## config.mk

```make
export PLATFORM = sky130hd
export DESIGN_NAME = ram_arbiter
export DESIGN_NICKNAME = d
export VERILOG_FILES = /design/src/rtl/ram_arbiter.sv
export SDC_FILE = /design/constraint.sdc
export NUM_CORES = 1
export LEC_CHECK = 0
export ABC_CLOCK_PERIOD_IN_PS = 1100
export BUFFER_PORTS_ARGS = -buffer_cell sky130_fd_sc_hd__buf_2
export CELL_PAD_IN_SITES_DETAIL_PLACEMENT = 1
export CELL_PAD_IN_SITES_GLOBAL_PLACEMENT = 1
export CORE_MARGIN = 8
export CORE_UTILIZATION = 11
export DETAILED_ROUTE_END_ITERATION = 8
export GPL_ROUTABILITY_DRIVEN = 0
export GPL_TIMING_DRIVEN = 1
export PLACE_DENSITY = 0.77
export SLEW_MARGIN = 15
export SYNTH_ARGS = -nofsm -noshare
export SYNTH_HDL_FRONTEND = slang
export SYNTH_SLANG_ARGS = --single-unit
```

## constraint.sdc

```tcl
create_clock -name clk -period 1.1 [get_ports clk]
set_input_delay 0.055 -clock clk [delete_from_list [all_inputs] [get_ports clk]]
set_output_delay 0.055 -clock clk [all_outputs]
set_load 0.1 [all_outputs]
```

## src/rtl/ram_arbiter.sv

```systemverilog
// ram_arbiter: round-robin arbiter giving two requesters shared access to one single-port RAM.
// Latency: the grant and the RAM command are combinational in the request cycle; write data is
// committed at that edge, and read data returns to the owner in the following (RD) cycle.
// Backpressure: no grant while a read is outstanding; requesters hold req/we/addr/wdata until gnt.
module ram_arbiter #(
  parameter int ADDR_W = 16,
  parameter int DATA_W = 32
) (
  input  logic              clk,
  input  logic              rst_n,
  input  logic              m0_req,
  input  logic              m0_we,
  input  logic [ADDR_W-1:0] m0_addr,
  input  logic [DATA_W-1:0] m0_wdata,
  output logic              m0_gnt,
  output logic              m0_rvalid,
  output logic [DATA_W-1:0] m0_rdata,
  input  logic              m1_req,
  input  logic              m1_we,
  input  logic [ADDR_W-1:0] m1_addr,
  input  logic [DATA_W-1:0] m1_wdata,
  output logic              m1_gnt,
  output logic              m1_rvalid,
  output logic [DATA_W-1:0] m1_rdata,
  output logic [ADDR_W-1:0] ram_addr,
  output logic [DATA_W-1:0] ram_wdata,
  output logic              ram_wen,
  input  logic [DATA_W-1:0] ram_rdata,
  output logic              busy
);

  typedef enum logic {
    IDLE = 1'b0,
    RD   = 1'b1
  } state_t;

  state_t state_q, state_d;
  logic   last_gnt_q, last_gnt_d;   // ID of the most recent winner
  logic   rd_owner_q, rd_owner_d;   // ID of the requester waiting for read data

  logic any_req;
  logic winner;
  logic grant;
  logic win_we;

  // Pick the winner: under contention the requester not granted last goes first.
  always_comb begin
    any_req = m0_req | m1_req;
    if (m0_req && m1_req) begin
      winner = ~last_gnt_q;
    end else begin
      winner = m1_req & ~m0_req;
    end
    // Reset masks the grant so nothing reaches the RAM while rst_n is low.
    grant  = rst_n & (state_q == IDLE) & any_req;
    win_we = winner ? m1_we : m0_we;
  end

  // State register with synchronous active-low reset; m0 wins the first contention.
  always_ff @(posedge clk) begin
    if (!rst_n) begin
      state_q    <= IDLE;
      last_gnt_q <= 1'b1;
      rd_owner_q <= 1'b0;
    end else begin
      state_q    <= state_d;
      last_gnt_q <= last_gnt_d;
      rd_owner_q <= rd_owner_d;
    end
  end

  // Next state: writes stay in IDLE, a granted read spends exactly one cycle in RD.
  always_comb begin
    state_d    = state_q;
    last_gnt_d = last_gnt_q;
    rd_owner_d = rd_owner_q;
    case (state_q)
      IDLE: begin
        if (grant) begin
          last_gnt_d = winner;
          if (!win_we) begin
            state_d    = RD;
            rd_owner_d = winner;
          end
        end
      end
      RD:      state_d = IDLE;
      default: state_d = IDLE;
    endcase
  end

  // Outputs: RAM command from the winner in a grant cycle, read return to the owner in RD.
  always_comb begin
    m0_gnt    = grant & ~winner;
    m1_gnt    = grant & winner;
    ram_wen   = grant & win_we;
    ram_addr  = '0;
    ram_wdata = '0;
    if (grant) begin
      ram_addr  = winner ? m1_addr  : m0_addr;
      ram_wdata = winner ? m1_wdata : m0_wdata;
    end
    busy      = rst_n & (state_q == RD);
    m0_rvalid = busy & ~rd_owner_q;
    m1_rvalid = busy & rd_owner_q;
    m0_rdata  = m0_rvalid ? ram_rdata : '0;
    m1_rdata  = m1_rvalid ? ram_rdata : '0;
  end

endmodule

```

==> out/qor.yml, run 1 <==
period_minus_slack_ps: 1690
layout.cells.non_filler: 570
power.density_mw_per_mm2: 647
clk_latency_ps: 220
slowest_delay_ps: 310
crit_type: "reg2out"
synthCells: 150
yosys.area_share.adder_pct: 0
tightest_slew_ps: 329
route.detailed.drc: 0
violations: "setup timing"
num-fill-cells: 982
finalClockSkew_ps: 1.88
io-pin-count: 252
vias_per_cell: 4.33
numCtsBuffers: 3
port_buffers: 251
synth-compound-area-share_pct: 41.7
grt_max_degree: 23
worst_slack_ps: -593
dpl.cell_count: 538
synth_ff_type: "dfxtp_1"
finalPower_mw: 3.66
grt_pass1_vias: 2934
drtIter0Drc: 44
hpwl_um: 10100
hold_path.class: "in2reg"
ir_worst_vdd_mv: 0.410
synthTopCellsByCount: "and2_1 (66), a22o_1 (48), buf_4 (6), buf_2 (5), clkbuf_1 (5)"
yosys_warnings: 0
p_leak_nw: 2.70
syn-num-nets: 284
cp-end-kind: "output port"
first_pass_iters: 4
overflow: 0
synth_top_area_share_pct: 38.7
rows: 36
ant_nets: 0
chipHeight_um: 115
yosys.area_share.simple_pct: 41.9
cts_tree: "built"
grt_pass1_wl_um: 18600
critPathMaxFanout: 12
cts-root-buf: "clkbuf_8"
ys_seq_area_share_pct: 5.53
vias: 2468
required_ps: 1040
tns_ps: -62860
cts.sinks: 3
grtUsageTotal_pct: 18.4
wl_um: 13100
status: "finished with violations"
start_util_pct: 11.2
clk_path_buf_depth: 2
final_nets: 572
synth_cell_types: 19
maxCapViolations: 0
rsz0062_at_grt: "true"
maxSlewHeadroom_pct: 78.0
die-area_mm2: 0.0133
syn_avg_cell_area_um2: 7.24
antenna_found_initial: 3
drive_above_1_share_pct: 98.6
post-route-util_pct: 58.4
cts_max_level: 1
yosysMostFrequentCell: "and2_1"
path_clk_slew_ps: 30
setup_viol: 121
ys_ff_latch: 3
crit_chain: "and2b_2 > nand2_2 > a21oi_4 > buf_6 > buf_16 > a22o_4 > buf_12"
die_w_um: 115
cp-start-kind: "register"
wire_per_inst_um: 23.1
synth_area_leaders: "a22o_1 (39%), and2_1 (38%), dfxtp_1 (5.5%)"
synth_edf_count: 0
core_mm2: 0.00968
diodes: 0
async_reset_ff_share_pct: 0
syn_area_mm2: 0.00109
final.period_utilization_pct: 154
hold_violations: 0
synth_top_family_by_area: "simple AND/OR/NAND/NOR gates"
area_delta_synth_final_pct: 421
max_freq_mhz: 591
finalMaxSlewViolations: 0
muxShareOfSynthArea_pct: 0.922
synth.largest_area_cell: "a22o_1"
arrival_ps: 1640
preCtsSetupSlack_ps: -443
slowest_stage: "dfxtp_2"
synth_xor_xnor_area_share_pct: 0
==> repair_timing <==
action | 4_1_cts | 5_1_grt
pin swaps | 28 | 30
setup endpoints to repair | 121 | 121
resized for setup | 48 | 22
cloned | 12 | 3
hold endpoints to repair | 0 | 0
hold buffers | 0 | 0
setup buffers | 12 | 4
==> layout make-up <==
class	instances	area (um^2)	share of cell area, %
sequential	3	62.6	1.11
timing repair buffer	299	3790	67.1
clock buffer	4	45.0	0.797
inverter	2	7.51	0.133
multi-input combinational	129	1580	27.9
tap	133	166	2.94
==> where the power goes <==
group	switching [mW]	total (mW)	internal (mW)	leakage, nW
clock	0.0745	0.322	0.247	0.0228
combinational	1.87	3.21	1.34	2.66
sequential	0.00832	0.128	0.119	0.0248
==> registers in the layout, indices dropped and copies added (netlist names) <==
register    flops
state_q         1
last_gnt_q      1
rd_owner_q      1
==> cell families after synthesis <==
family	count (synthesis)
AO/OA/AOI/OAI	53
multiplexers	1
buffers and inverters	19
flip-flops	3
AND/OR/NAND/NOR	74
==> critical path, delay by kind of cell, from the launching register on <==
kind / cells / cell delay, ps
simple gates: 2 / 310
buf+inv: 3 / 470
flops: 1 / 310
compound gates: 2 / 310
==> through the flow <==
step	hold WS (ps)	area, um^2
6_report	107	5650
5_1_grt	110	5650
4_1_cts	77.2	5440
3_5_place_dp	307	4830
3_3_place_gp	283	4830
2_1_floorplan	124	1610
==> layer usage <==
metal  wire [um]  global-route usage [%]
met5          24                       0
met4         125                    2.71
met3        1700                    8.67
met2        7240                    37.3
met1        4040                    16.2
==> layout by cell type, fill, tap and decap left out <==
| cell type | instances |
|---|---|
| o22ai_2 | 1 |
| buf_8 | 1 |
| buf_4 | 11 |
| o21ai_2 | 1 |
| nand2_1 | 2 |
| a21boi_2 | 1 |
| dfxtp_1 | 1 |
| clkbuf_16 | 3 |
| and3_4 | 1 |
| nor2b_4 | 1 |
| nand2_2 | 1 |
| and2b_2 | 2 |
| inv_1 | 2 |
| nor2_4 | 1 |
| a22o_4 | 48 |
| buf_6 | 17 |
| clkbuf_1 | 1 |
| and2b_4 | 1 |
| a21oi_4 | 1 |
| a21oi_2 | 1 |
| dfxtp_2 | 2 |
| mux2i_4 | 1 |
| clkbuf_8 | 3 |
| buf_2 | 133 |
| buf_12 | 123 |
| buf_16 | 11 |
| and2_4 | 66 |
==> worst paths after layout <==
check	start	end	slack (ps)	cells past startpoint
worst max-delay path	state_q	ram_wdata[31]	-590	7
worst min-delay path	m1_we	rd_owner_q	110	2
worst max register to register	state_q	last_gnt_q	-300	7
worst min register to register	rd_owner_q	rd_owner_q	540	2
Power figures use the tool's default switching activity.
==> inputs of run 2 (changes only) <==
--- a/config.mk
+++ b/config.mk
@@ -6,9 +6,10 @@
 export NUM_CORES = 1
 export LEC_CHECK = 0
 export ABC_CLOCK_PERIOD_IN_PS = 1100
-export BUFFER_PORTS_ARGS = -buffer_cell sky130_fd_sc_hd__buf_2
+export BUFFER_PORTS_ARGS = -buffer_cell sky130_fd_sc_hd__clkbuf_2
 export CELL_PAD_IN_SITES_DETAIL_PLACEMENT = 1
 export CELL_PAD_IN_SITES_GLOBAL_PLACEMENT = 1
+export CORE_ASPECT_RATIO = 0.75
 export CORE_MARGIN = 8
 export CORE_UTILIZATION = 11
 export DETAILED_ROUTE_END_ITERATION = 8
==> run 2 against run 1 <==
Net effect: the flow still finishes with violations (setup timing); count of clock-buffer cells in the layout is the same; critical path depth shrank 1; setup slack lost 33 ps; critical endpoint is now ram_wdata[9].
==> out/qor.yml, run 2 (synthesis results as in run 1) <==
status: "finished with violations"  # unchanged
violations: "setup timing"  # unchanged
cts.sinks: 3  # unchanged
numCtsBuffers: 3  # unchanged
cp-start-kind: "register"  # unchanged
vias: 2434  # was 2468
finalMaxSlewViolations: 0  # unchanged
cp-end-kind: "output port"  # unchanged
reg_top3: "last_gnt_q x1, rd_owner_q x1, state_q x1"  # unchanged
drive_above_1_share_pct: 98.9  # was 98.6%
start_util_pct: 11.3  # was 11.2%
grt_max_degree: 22  # was 23
final_nets: 572  # unchanged
die-area_mm2: 0.0133  # about the same
hpwl_um: 10100  # about the same
multiInputGateArea_mm2: 0.00149  # was 0.00158 mm^2
grt_pass1_vias: 2980  # was 2934
mostFrequentLayoutCell: "clkbuf_2"  # was buf_2
layout_common_cells: "clkbuf_2 (133), buf_12 (125), and2_4 (67)"  # was buf_2 (133), buf_12 (123), and2_4 (66)
first_pass_iters: 4  # unchanged
cts_tree: "built"  # unchanged
final.period_utilization_pct: 157  # was 154%
drtIter0Drc: 27  # was 44
clk_latency_ps: 230  # was 220 ps
grt_pass1_wl_um: 18300  # was 18600 um
p_leak_nw: 2.67  # was 2.70 nW
crit_type: "reg2out"  # unchanged
worst_slack_ps: -626  # was -593 ps
path_clk_slew_ps: 30  # about the same
antenna_found_initial: 0  # was 3
finalClockSkew_ps: 0.423  # was 1.88 ps
rows: 31  # was 36
route.detailed.drc: 0  # unchanged
arrival_ps: 1670  # was 1640 ps
num-fill-cells: 972  # was 982
maxSlewHeadroom_pct: 85.1  # was 78.0%
core_mm2: 0.00962  # was 0.00968 mm^2
required_ps: 1040  # about the same
power.density_mw_per_mm2: 698  # was 647 mW/mm^2
die_w_um: 131  # was 115 um
port_buffers: 251  # unchanged
ant_nets: 0  # unchanged
cts-root-buf: "clkbuf_16"  # was clkbuf_8
holdBufCountCts: 0  # unchanged
io-pin-count: 252  # unchanged
critPathMaxFanout: 5  # was 12
wire_per_inst_um: 23.9  # was 23.1 um
clk_path_buf_depth: 2  # unchanged
grtUsageTotal_pct: 18.4  # about the same
max_freq_mhz: 579  # was 591 MHz
rsz0062_at_grt: "true"  # unchanged
wl_um: 13600  # was 13100 um
ir_worst_vdd_mv: 0.397  # was 0.410 mV
hold_violations: 0  # unchanged
setup_viol: 121  # unchanged
vias_per_cell: 4.28  # was 4.33
cts_max_level: 1  # unchanged
diodes: 0  # unchanged
area_delta_synth_final_pct: 412  # was 421%
tightest_slew_ps: 223  # was 329 ps
post-route-util_pct: 57.8  # was 58.4%
period_minus_slack_ps: 1730  # was 1690 ps
maxCapViolations: 0  # unchanged
finalPower_mw: 3.88  # was 3.66 mW
overflow: 0  # unchanged
chipHeight_um: 102  # was 115 um
register_area_um2: 63.8  # was 62.6 um^2
hold_path.class: "in2reg"  # unchanged
## run 2: power by group
group | total (mW) | internal (mW) | switching (mW)
Sequential | 0.128 | 0.120 | 0.00860
Combinational | 3.16 | 1.31 | 1.85
Clock | 0.590 | 0.479 | 0.111
## run 2: layout make-up
type,count,share of cell area [%]
Inverter,2,0.135
Timing Repair Buffer,298,67.6
Tap cell,132,2.97
Sequential cell,3,1.15
Multi-Input combinational cell,130,26.7
Clock buffer,4,1.42
## run 2: path summary, 6_finish.rpt
path | startpoint | end | slack, ps | cells after the start
max reg2reg | last_gnt_q | rd_owner_q | -260 | 5
min reg2reg | rd_owner_q | rd_owner_q | 540 | 2
min | m1_we | rd_owner_q | 90 | 2
max | state_q | ram_wdata[9] | -630 | 6
## run 2: layer usage
layer  global-route usage, %  vias up  wire [um]
met4                    3.43        0        144
met5                       0        -          0
li1                        -     1120          -
met1                    16.3     1144       4220
met3                    8.03       11       1640
met2                    37.5      159       7580
## run 2: stage by stage
step	worst slack [ps]	area, um^2	hold WS (ps)	setup TNS (ps)	instances
after detailed placement	-431	4820	316	-32690	536
final	-626	5560	86.8	-58830	569
after global routing	-658	5560	100	-63980	569
after CTS	-609	5490	82.6	-60260	566
after global placement	-392	4820	291	-29320	536
after floorplan	-391	1610	124	-29940	150
## run 2: critical path: stages, from the launching register on
cell,delay (ps)
dfxtp_2,310
and2b_2,240
buf_6,130
and2_4,180
clkbuf_16,170
a22o_2,230
buf_12,170
## run 2: timing repair
action                     CTS  global route
hold endpoints to repair     0             0
buffers inserted            16             4
gates resized for setup     49            12
setup endpoints to repair  121           121
gates cloned                11             7
pin swaps                   31            11
==> inputs of run 3 (changes only) <==
--- a/config.mk
+++ b/config.mk
@@ -7,15 +7,15 @@
 export LEC_CHECK = 0
 export ABC_CLOCK_PERIOD_IN_PS = 1100
 export BUFFER_PORTS_ARGS = -buffer_cell sky130_fd_sc_hd__clkbuf_2
-export CELL_PAD_IN_SITES_DETAIL_PLACEMENT = 1
-export CELL_PAD_IN_SITES_GLOBAL_PLACEMENT = 1
+export CELL_PAD_IN_SITES_DETAIL_PLACEMENT = 0
+export CELL_PAD_IN_SITES_GLOBAL_PLACEMENT = 2
 export CORE_ASPECT_RATIO = 0.75
 export CORE_MARGIN = 8
-export CORE_UTILIZATION = 11
+export CORE_UTILIZATION = 10
 export DETAILED_ROUTE_END_ITERATION = 8
 export GPL_ROUTABILITY_DRIVEN = 0
 export GPL_TIMING_DRIVEN = 1
-export PLACE_DENSITY = 0.77
+export PLACE_DENSITY = 0.95
 export SLEW_MARGIN = 15
 export SYNTH_ARGS = -nofsm -noshare
 export SYNTH_HDL_FRONTEND = slang
==> run 3 against run 2 <==
Net effect: the flow still finishes with violations (setup timing); critical path type unchanged; highest routed layer unchanged; clock power decreased by 3%; routed wire length decreased by 14%; maximum frequency increased by 1.4%; total power decreased by 0.42%; flip-flop and latch count unchanged; register-to-register slack got worse by 100 ps; utilization decreased by 5.2 points; via count decreased by 0.94%; sequential share of layout area about the same; hold slack got worse by 31 ps; cell area increased by 1.6%; first-iteration DRC count increased by 59%.
==> out/qor.yml, run 3 (synthesis results as in run 1) <==
reg_top3: "last_gnt_q x1, rd_owner_q x1, state_q x1"  # unchanged
route.detailed.drc: 0  # unchanged
p_comb_share_pct: 82.0  # was 81.5%
antenna_found_initial: 0  # unchanged
critPathMaxFanout: 13  # was 5
drive_above_1_share_pct: 98.6  # was 98.9%
holdBufCountCts: 0  # unchanged
final_nets: 572  # unchanged
grtUsageTotal_pct: 15.0  # was 18.4%
period_minus_slack_ps: 1700  # was 1730 ps
grt_max_degree: 26  # was 22
rows: 33  # was 31
cts.sinks: 3  # unchanged
ant_nets: 0  # unchanged
cp-end-kind: "output port"  # unchanged
layout_common_cells: "clkbuf_2 (133), buf_12 (124), and2_4 (65)"  # was clkbuf_2 (133), buf_12 (125), and2_4 (67)
tns_ps: -58010  # was -58830 ps
maxSlewHeadroom_pct: 79.1  # was 85.1%
area_delta_synth_final_pct: 420  # was 412%
dpl.cell_count: 541  # was 536
required_ps: 1040  # about the same
grtUsageMet2_pct: 28.4  # was 37.5%
clk_path_buf_depth: 2  # unchanged
chipHeight_um: 106  # was 102 um
io-pin-count: 252  # unchanged
rsz0062_at_grt: "true"  # unchanged
violations: "setup timing"  # unchanged
cp-start-kind: "register"  # unchanged
first_pass_iters: 4  # unchanged
use_met1_pct: 15.0  # was 16.3%
tightest_slew_ps: 314  # was 223 ps
num-fill-cells: 896  # was 972
power_frac_seq_pct: 3.3  # about the same
p_int_mw: 1.92  # was 1.91 mW
switching_share_pct: 50.4  # was 50.8%
cts_tree: "built"  # unchanged
grt_pass1_wl_um: 17100  # was 18300 um
clk_latency_ps: 220  # was 230 ps
worst_slack_ps: -602  # was -626 ps
drtIter0Drc: 43  # was 27
vias_per_cell: 4.18  # was 4.28
overflow: 0  # unchanged
layout.cells.non_filler: 577  # was 569
hold_path.class: "in2reg"  # unchanged
status: "finished with violations"  # unchanged
diodes: 0  # unchanged
hpwl_um: 8800  # was 10100 um
crit_type: "reg2out"  # unchanged
grt.busiest_layer: "met2"  # unchanged
preCtsSetupSlack_ps: -458  # was -431 ps
finalClockSkew_ps: 1.82  # was 0.423 ps
p_leak_nw: 2.73  # was 2.67 nW
numCtsBuffers: 3  # unchanged
max_freq_mhz: 588  # was 579 MHz
pwr-share-clk_pct: 14.8  # was 15.2%
holdWs_ps: 55.9  # was 86.8 ps
post-route-util_pct: 52.6  # was 57.8%
grt_pass1_vias: 2932  # was 2980
die_w_um: 136  # was 131 um
path_clk_slew_ps: 30  # about the same
hold_violations: 0  # unchanged
maxCapViolations: 0  # unchanged
mostFrequentLayoutCell: "clkbuf_2"  # unchanged
switchingPower_mw: 1.95  # was 1.97 mW
wire_per_inst_um: 20.3  # was 23.9 um
port_buffers: 251  # unchanged
final.period_utilization_pct: 155  # was 157%
wl_um: 11700  # was 13600 um
finalPower_mw: 3.87  # was 3.88 mW
power.density_mw_per_mm2: 684  # was 698 mW/mm^2
post_dp_cell_area_mm2: 0.00480  # was 0.00482 mm^2
finalMaxSlewViolations: 0  # unchanged
start_util_pct: 10.1  # was 11.3%
r2r-start: "state_q"  # was last_gnt_q
vias: 2411  # was 2434
design_area_mm2: 0.00565  # was 0.00556 mm^2
ir_worst_vdd_mv: 0.508  # was 0.397 mV
setup_viol: 120  # was 121
core_mm2: 0.0107  # was 0.00962 mm^2
rrSetupSlack_ps: -360  # was -260 ps
use_met3_pct: 6.60  # was 8.03%
cts_max_level: 1  # unchanged
die-area_mm2: 0.0145  # was 0.0133 mm^2
critPathLaunch: "state_q"  # unchanged
cts-root-buf: "clkbuf_16"  # unchanged
arrival_ps: 1650  # was 1670 ps
min-delay-start: "rst_n"  # was m1_we
[run 3: cell types whose count changed in the layout (fill, tap and decap cells not counted), moves of 2 or more]
cell,before,now
a22o_4,35,45
clkbuf_16,7,5
and2_4,67,65
a22o_2,13,3
buf_16,7,11
buf_4,10,12
buf_8,3,1
[run 3: area by class of cell]
| type | count | area, um^2 | area share, % |
|---|---|---|---|
| multi-input cells | 129 | 1540 | 27.2 |
| inverters | 2 | 7.51 | 0.133 |
| repair buffers | 299 | 3790 | 67.0 |
| well taps | 140 | 175 | 3.10 |
| flip-flops and latches | 3 | 63.8 | 1.13 |
| clock buffers | 4 | 78.8 | 1.40 |
[run 3: per-layer routing]
layer	vias up	share of wire, %
li1	1124	-
met1	1126	34
met2	157	52
met3	4	13
met4	0	0.61
met5	-	0
[run 3: what timing repair did]
| action | CTS | global route |
|---|---|---|
| pin swaps | 24 | 26 |
| gates resized for setup | 50 | 15 |
| cloned | 13 | 2 |
| setup buffers | 17 | 3 |
| setup endpoints to repair | 120 | 121 |
[run 3: worst max-delay path, cell delays in order, from the launching register on]
cell and delay [ps]:
dfxtp_2 310, and2b_2 240, nand2_2 80, a21oi_4 40, buf_4 140, buf_12 150
a22o_2 290, buf_12 170
[run 3: power by group through the flow]
stage	combinational, mW	sequential (mW)	clock, mW
final	3.17	0.127	0.571
after global routing	3.26	0.128	0.598
after CTS	3.14	0.127	0.578
after detailed placement	2.87	0.126	0
after global placement	2.83	0.125	0
after floorplan	1.71	0.125	0
[run 3: final timing paths]
kind	end	cells past startpoint
setup reg to reg	rd_owner_q	6
hold / removal	last_gnt_q	2
setup / recovery	ram_wdata[15]	7
hold reg to reg	last_gnt_q	3
